[src/rtl/mul_div_unit_pkg.sv]
// Shared opcode header: ALU and multiply/divide funct codes plus the
// multiply/divide unit's operation and state encodings.
package mul_div_unit_pkg;

   localparam logic [5:0] FUNCT_MFHI  = 6'b010000;
   localparam logic [5:0] FUNCT_MTHI  = 6'b010001;
   localparam logic [5:0] FUNCT_MFLO  = 6'b010010;
   localparam logic [5:0] FUNCT_MTLO  = 6'b010011;
   localparam logic [5:0] FUNCT_MULT  = 6'b011000;
   localparam logic [5:0] FUNCT_MULTU = 6'b011001;
   localparam logic [5:0] FUNCT_DIV   = 6'b011010;
   localparam logic [5:0] FUNCT_DIVU  = 6'b011011;
   localparam logic [5:0] FUNCT_ADD   = 6'b100000;
   localparam logic [5:0] FUNCT_ADDU  = 6'b100001;
   localparam logic [5:0] FUNCT_SUB   = 6'b100010;
   localparam logic [5:0] FUNCT_SUBU  = 6'b100011;
   localparam logic [5:0] FUNCT_AND   = 6'b100100;
   localparam logic [5:0] FUNCT_OR    = 6'b100101;
   localparam logic [5:0] FUNCT_XOR   = 6'b100110;
   localparam logic [5:0] FUNCT_NOR   = 6'b100111;
   localparam logic [5:0] FUNCT_SLT   = 6'b101010;
   localparam logic [5:0] FUNCT_SLTU  = 6'b101011;

   typedef enum logic [1:0] {
      OP_MULT  = 2'd0,
      OP_MULTU = 2'd1,
      OP_DIV   = 2'd2,
      OP_DIVU  = 2'd3
   } md_op_e;

   typedef enum logic [1:0] {
      S_IDLE = 2'd0,
      S_RUN  = 2'd1,
      S_FIX  = 2'd2
   } md_state_e;

   localparam logic [5:0] ITER_LAST = 6'd31;

   function automatic logic op_is_signed(input logic [1:0] op);
      return (md_op_e'(op) == OP_MULT) || (md_op_e'(op) == OP_DIV);
   endfunction

   function automatic logic op_is_div(input logic [1:0] op);
      return (md_op_e'(op) == OP_DIV) || (md_op_e'(op) == OP_DIVU);
   endfunction

endpackage

[src/rtl/mul_div_unit_cond_negate32.sv]
// 32-bit conditional two's-complement negator; cin lets two instances
// chain into a 64-bit negation (high half adds 1 only if low half is zero).
module cond_negate32 (
   input  logic [31:0] x,
   input  logic        neg,
   input  logic        cin,
   output logic [31:0] y
);

   always_comb begin
      y = x;
      if (neg) y = ~x + {31'b0, cin};
   end

endmodule

[src/rtl/mul_div_unit.sv]
// Iterative 32-cycle multiply/divide unit with HI/LO registers:
// shift-add multiply and restoring divide over one shared adder.
module mul_div_unit
   import mul_div_unit_pkg::*;
#(
   parameter int unsigned WIDTH = 32
) (
   input  logic             Clock,
   input  logic             Reset_n,
   input  logic             Start,
   input  logic [1:0]       Op,
   input  logic [WIDTH-1:0] A,
   input  logic [WIDTH-1:0] B,
   input  logic             MtHi,
   input  logic             MtLo,
   input  logic             Flush,
   output logic [WIDTH-1:0] HI,
   output logic [WIDTH-1:0] LO,
   output logic             Busy,
   output logic             Done
);

   md_state_e   state, state_nxt;
   logic [5:0]  count;
   logic        is_div, neg_q, neg_r, div_zero;
   logic [31:0] acc, shreg, divisor;
   logic [31:0] a_abs, b_abs, hi_fix, lo_fix;
   logic        signed_op, start_ok, moves_ok;
   logic [32:0] add_a, mul_sum;
   logic [33:0] add_y;

   assign signed_op = op_is_signed(Op);
   assign start_ok  = (state == S_IDLE) && Start && !Flush;
   assign moves_ok  = (state == S_IDLE) && !Start && !Flush;

   cond_negate32 u_abs_a (.x(A), .neg(signed_op & A[31]), .cin(1'b1), .y(a_abs));
   cond_negate32 u_abs_b (.x(B), .neg(signed_op & B[31]), .cin(1'b1), .y(b_abs));

   // LO always carries the quotient/low product; HI chains off LO for a
   // 64-bit product negation, otherwise it is the remainder.
   cond_negate32 u_fix_lo (.x(shreg), .neg(neg_q), .cin(1'b1), .y(lo_fix));
   cond_negate32 u_fix_hi (
      .x   (acc),
      .neg (is_div ? neg_r : neg_q),
      .cin (is_div ? 1'b1 : (shreg == '0)),
      .y   (hi_fix)
   );

   // Shared adder: add for multiply, subtract the divisor from the shifted
   // partial remainder for divide (bit 33 is the borrow).
   always_comb begin
      add_a   = is_div ? {acc, shreg[31]} : {1'b0, acc};
      add_y   = {1'b0, add_a} + ({34{is_div}} ^ {2'b00, divisor}) + {33'b0, is_div};
      mul_sum = shreg[0] ? add_y[32:0] : {1'b0, acc};
   end

   always_ff @(posedge Clock or negedge Reset_n) begin
      if (!Reset_n) state <= S_IDLE;
      else          state <= state_nxt;
   end

   always_comb begin
      state_nxt = state;
      Busy      = 1'b0;
      case (state)
         S_IDLE: if (Start) state_nxt = S_RUN;
         S_RUN: begin
            Busy = 1'b1;
            if (count == ITER_LAST) state_nxt = S_FIX;
         end
         S_FIX: begin
            Busy      = 1'b1;
            state_nxt = S_IDLE;
         end
         default: state_nxt = S_IDLE;
      endcase
      if (Flush) state_nxt = S_IDLE;
   end

   always_ff @(posedge Clock or negedge Reset_n) begin
      if (!Reset_n) begin
         count    <= '0;
         acc      <= '0;
         shreg    <= '0;
         divisor  <= '0;
         is_div   <= 1'b0;
         neg_q    <= 1'b0;
         neg_r    <= 1'b0;
         div_zero <= 1'b0;
         HI       <= '0;
         LO       <= '0;
         Done     <= 1'b0;
      end else begin
         Done <= 1'b0;
         case (state)
            S_IDLE: begin
               if (start_ok) begin
                  count    <= '0;
                  acc      <= '0;
                  shreg    <= a_abs;
                  divisor  <= b_abs;
                  is_div   <= op_is_div(Op);
                  neg_q    <= signed_op & (A[31] ^ B[31]);
                  neg_r    <= signed_op & A[31];
                  div_zero <= op_is_div(Op) && (B == '0);
               end else if (moves_ok) begin
                  if (MtHi) HI <= A;
                  if (MtLo) LO <= A;
               end
            end
            S_RUN: begin
               count <= count + 6'd1;
               if (is_div) begin
                  if (add_y[33]) begin
                     acc   <= add_a[31:0];
                     shreg <= {shreg[30:0], 1'b0};
                  end else begin
                     acc   <= add_y[31:0];
                     shreg <= {shreg[30:0], 1'b1};
                  end
               end else begin
                  acc   <= mul_sum[32:1];
                  shreg <= {mul_sum[0], shreg[31:1]};
               end
            end
            S_FIX: begin
               // Divide by zero: remainder path already yields A; force LO.
               if (!Flush) begin
                  HI   <= hi_fix;
                  LO   <= div_zero ? '1 : lo_fix;
                  Done <= 1'b1;
               end
            end
            default: ;
         endcase
      end
   end

endmodule

[config.mk]
export PLATFORM = sky130hd
export DESIGN_NAME = mul_div_unit
export DESIGN_NICKNAME = d
export VERILOG_FILES = /design/src/rtl/mul_div_unit_pkg.sv /design/src/rtl/mul_div_unit_cond_negate32.sv /design/src/rtl/mul_div_unit.sv
export SDC_FILE = /design/constraint.sdc
export NUM_CORES = 1
export LEC_CHECK = 0
export BUFFER_PORTS_ARGS = -buffer_cell sky130_fd_sc_hd__buf_4
export CAP_MARGIN = 20
export CORE_ASPECT_RATIO = 0.9
export CORE_MARGIN = 4
export CORE_UTILIZATION = 35
export CTS_BUF_LIST = sky130_fd_sc_hd__clkbuf_8
export DETAILED_ROUTE_END_ITERATION = 6
export REMOVE_ABC_BUFFERS = 1
export SYNTH_ARGS = -nofsm -noshare
export SYNTH_HDL_FRONTEND = slang
export SYNTH_HIERARCHICAL = 1
export SYNTH_SLANG_ARGS = --single-unit
[constraint.sdc]
create_clock -name Clock -period 5.73 [get_ports Clock]
set_input_delay 1.146 -clock Clock [delete_from_list [all_inputs] [get_ports Clock]]
set_output_delay 1.146 -clock Clock [all_outputs]
set_load 0.02 [all_outputs]
==> flow_metrics.env <==
export IMPL_drv_slew=0
export IMPL_via_count=13000
export IMPL_max_clock_freq_mhz=218
export IMPL_cts_inserted_buffers=17
export IMPL_design_area_mm2=0.0164
export IMPL_antenna_found_initial=0
export IMPL_wl_per_cell_um=19.4
export IMPL_drtIter0Drc=1085
export IMPL_htree_levels=4
export IMPL_dp_hpwl_um=31900
export IMPL_finalCritPeriodShare_pct=80.2
export IMPL_ctsResizeCount=0
export IMPL_timing_max_cap_violations=0
export IMPL_outcome="finished clean"
export IMPL_insertion_delay_ps=510
export IMPL_finalClockSkew_ps=19.4
export IMPL_r2r_cells=12
export IMPL_synthAdderAreaFrac_pct=4.32
export IMPL_drtPass1Iterations=6
export IMPL_io_pins=138
export IMPL_crit_path_end_kind="register"
export IMPL_leakagePower_uw=0.00676
export IMPL_post_dp_cell_area_mm2=0.0159
export IMPL_rsz0062_at_grt="no"
export IMPL_gp_congestion=0.886
export IMPL_crit_fanout=76
export IMPL_synth_cell_types=80
export IMPL_fin_crit_ps=4590
export IMPL_initial_core_util_pct=35.4
export IMPL_grt_pass1_vias=12400
export IMPL_synth_top_area_share_pct=30.1
export IMPL_hold_depth=2
export IMPL_start_kind="register"
export IMPL_row_count=70
export IMPL_drive_above_1_share_pct=19.2
export IMPL_cp_required_ps=6120
export IMPL_holdPathEnd="LO[11]$_DFFE_PN0P_"
export IMPL_die_area_mm2=0.0444
export IMPL_die_width_um=222
export IMPL_post_place_ws_ps=1230
export IMPL_track_usage_pct=19.1
export IMPL_grt_pass1_wl_um=70100
export IMPL_synth_edf_count=0
export IMPL_synth_cell_area_mm2=0.0144
export IMPL_reg2reg_slack_ps=1140
export IMPL_relSlewSlack_pct=33.4
export IMPL_synthesis_yosys_warnings=6
export IMPL_cts_tree="yes"
export IMPL_tightest_slew_ps=998
export IMPL_synth_seq_cells=173
export IMPL_crit_type="reg -> reg"
export IMPL_drc=0
export IMPL_peakVddDrop_mv=0.190
export IMPL_grt_start_max_net_pins=101
export IMPL_synth_area_leaders="dfrtp_1 (30%), xnor2_1 (8.3%), mux2_2 (7.1%), mux2i_1 (6.5%), a21oi_1 (4.8%)"
export IMPL_hold_violations=0
export IMPL_cts_sinks=173
export IMPL_synth_area_per_cell_um2=8.84
export IMPL_post_cts_buffers=0
export IMPL_ant_nets=0
export IMPL_holdBufCountCts=0
export IMPL_synth_compound_area_share_pct=21.5
export IMPL_cts_reportedPaths_clkPinSlew_ps=120
export IMPL_min_from="LO[11]$_DFFE_PN0P_"
export IMPL_core_region_area_mm2=0.0406
export IMPL_synth_top_area_cell="dfrtp_1"
export IMPL_synth_flop_cell="dfrtp_1"
export IMPL_nFillCells=4169
export IMPL_hold_class="reg -> reg"
export IMPL_viasPerCell=5.74
export IMPL_cts_buffer_depth=2
export IMPL_synth_mux_area_share_pct=13.7
export IMPL_cts_root_buffer="clkbuf_8"
export IMPL_synth_simple_gate_area_share_pct=15.7
export IMPL_grt_overflow_total=0
export IMPL_r2r_start="is_div$_DFFE_PN0P_"
export IMPL_wirelength_um=44000
export IMPL_fp_dieH_um=200
export IMPL_syn_to_final_growth_pct=14.0
export IMPL_io_buffers=137
export IMPL_insertedDiodeCount=0
export IMPL_reg2reg_to="acc[7]$_DFFE_PN0P_"
export IMPL_ys_seq_area_share_pct=30.1
export IMPL_powerDensity_mw_per_mm2=472
export IMPL_syn_inst=1625
export IMPL_async_flop_share_pct=100
export IMPL_setup_slack_ps=1140
export IMPL_final_nets=1833
export IMPL_worstPathArrival_ps=4990
export IMPL_synth_xor_area_share_pct=11.3
export IMPL_synth_top_family_by_area="compound AO/OA/AOI/OAI gates"
export IMPL_setup_violations_final=0
state kept, by name (all words and copies together) (netlist names):
signal and cells:
div_zero 1, is_div 1, neg_r 1, count 6
state 2, neg_q 1, acc 32, Done 1
HI 32, divisor 32, shreg 32, LO 32
worst max-delay path by stage:
stage,cells after the start,from,endpoint,slack [ps]
after global routing,12,is_div$_DFFE_PN0P_,acc[7]$_DFFE_PN0P_,850
final,12,is_div$_DFFE_PN0P_,acc[7]$_DFFE_PN0P_,1140
after global placement,12,is_div$_DFFE_PN0P_,acc[4]$_DFFE_PN0P_,1290
after detailed placement,12,is_div$_DFFE_PN0P_,acc[4]$_DFFE_PN0P_,1230
after CTS,12,is_div$_DFFE_PN0P_,acc[4]$_DFFE_PN0P_,1210
after floorplan,10,is_div$_DFFE_PN0P_,acc[20]$_DFFE_PN0P_,-1250
Yosys cell counts (all sizes together), types with 4 or more instances:
cell    instances
dfrtp         173
nand2         151
a21oi         137
xnor2         136
o21ai         114
mux2i          94
mux2           91
nor2           79
clkbuf         78
o22ai          58
xor2           50
ha             48
o31ai          45
nor4           32
nand4          31
o41ai          28
inv            26
nor3           26
a21o           21
nand2b         19
nand3          18
a22o           15
buf            15
or4            13
nor4b          11
a31oi          10
or3            10
nor2b           8
a211oi          7
and3            7
nor3b           7
o21a            6
o221ai          6
or2             6
nand3b          5
o211ai          5
a31o            4
logic make-up after synthesis:
group | after synthesis
AO/OA/AOI/OAI | 481
XOR/XNOR | 186
adder cells (fa/ha/maj) | 49
buffers and inverters | 121
flip-flops | 173
multiplexers | 185
other | 1
AND/OR/NAND/NOR | 429
layout by cell type (no fill, tap or decap), types with 18 or more instances in the layout:
master | Yosys | final
dfrtp_1 | 173 | 172
buf_4 | 1 | 154
nand2_1 | 151 | 151
xnor2_1 | 136 | 136
a21oi_1 | 137 | 135
o21ai_0 | 97 | 97
mux2i_1 | 94 | 94
mux2_2 | 91 | 91
nor2_1 | 79 | 79
o22ai_1 | 58 | 58
xor2_1 | 50 | 50
ha_1 | 48 | 47
o31ai_1 | 44 | 44
nor4_1 | 28 | 28
nand4_1 | 28 | 28
inv_1 | 25 | 25
nor3_1 | 24 | 24
o41ai_1 | 21 | 21
a21o_1 | 21 | 20
nand2b_1 | 19 | 19
clkbuf_8 | 0 | 18
critical path, stage by stage, from the launching register on:
cell and delay [ps]:
dfrtp_4 1080, mux2_2 430, ha_1 360, a21oi_1 270
a21oi_1 120, or2_1 260, a21oi_1 340, a21o_1 280
o2bb2ai_4 320, buf_4 430, mux2i_1 230, nand2_1 70
a22o_1 210
final cells by class:
| class | instances | area (um^2) | share of cell area, % |
|---|---|---|---|
| Tap cell | 540 | 676 | 4.12 |
| Clock buffer | 18 | 248 | 1.51 |
| Inverter | 28 | 105 | 0.642 |
| Clock inverter | 14 | 198 | 1.21 |
| Timing Repair Buffer | 156 | 1180 | 7.22 |
| Sequential cell | 173 | 4330 | 26.4 |
| Multi-Input combinational cell | 1336 | 9640 | 58.9 |
stage by stage:
stage / std cells / hold slack [ps] / TNS, ps / power [uW] / utilization [%]
2_1_floorplan: 1537 / 464 / -35410 / 5330 / -
3_3_place_gp: 2232 / 462 / 0 / 6610 / 39.2
3_5_place_dp: 2232 / 471 / 0 / 6680 / 39.2
4_1_cts: 2264 / 499 / 0 / 7680 / 40.3
5_1_grt: 2265 / 527 / 0 / 8300 / 40.3
6_report: 2265 / 493 / 0 / 7740 / 40.3
report_power, final:
group | total (uW) | switching, uW | internal (uW)
clock network | 999 | 573 | 426
logic | 4490 | 2600 | 1880
registers | 2250 | 679 | 1570
per-layer routing:
metal,GRT usage (%),wire [um],vias up
met2,29.4,19500,410
met4,4.81,864,0
li1,-,-,6219
met5,0,0,-
met1,28.1,21200,6332
met3,3.21,2480,47
No activity file was read; power rests on OpenSTA's default activity.
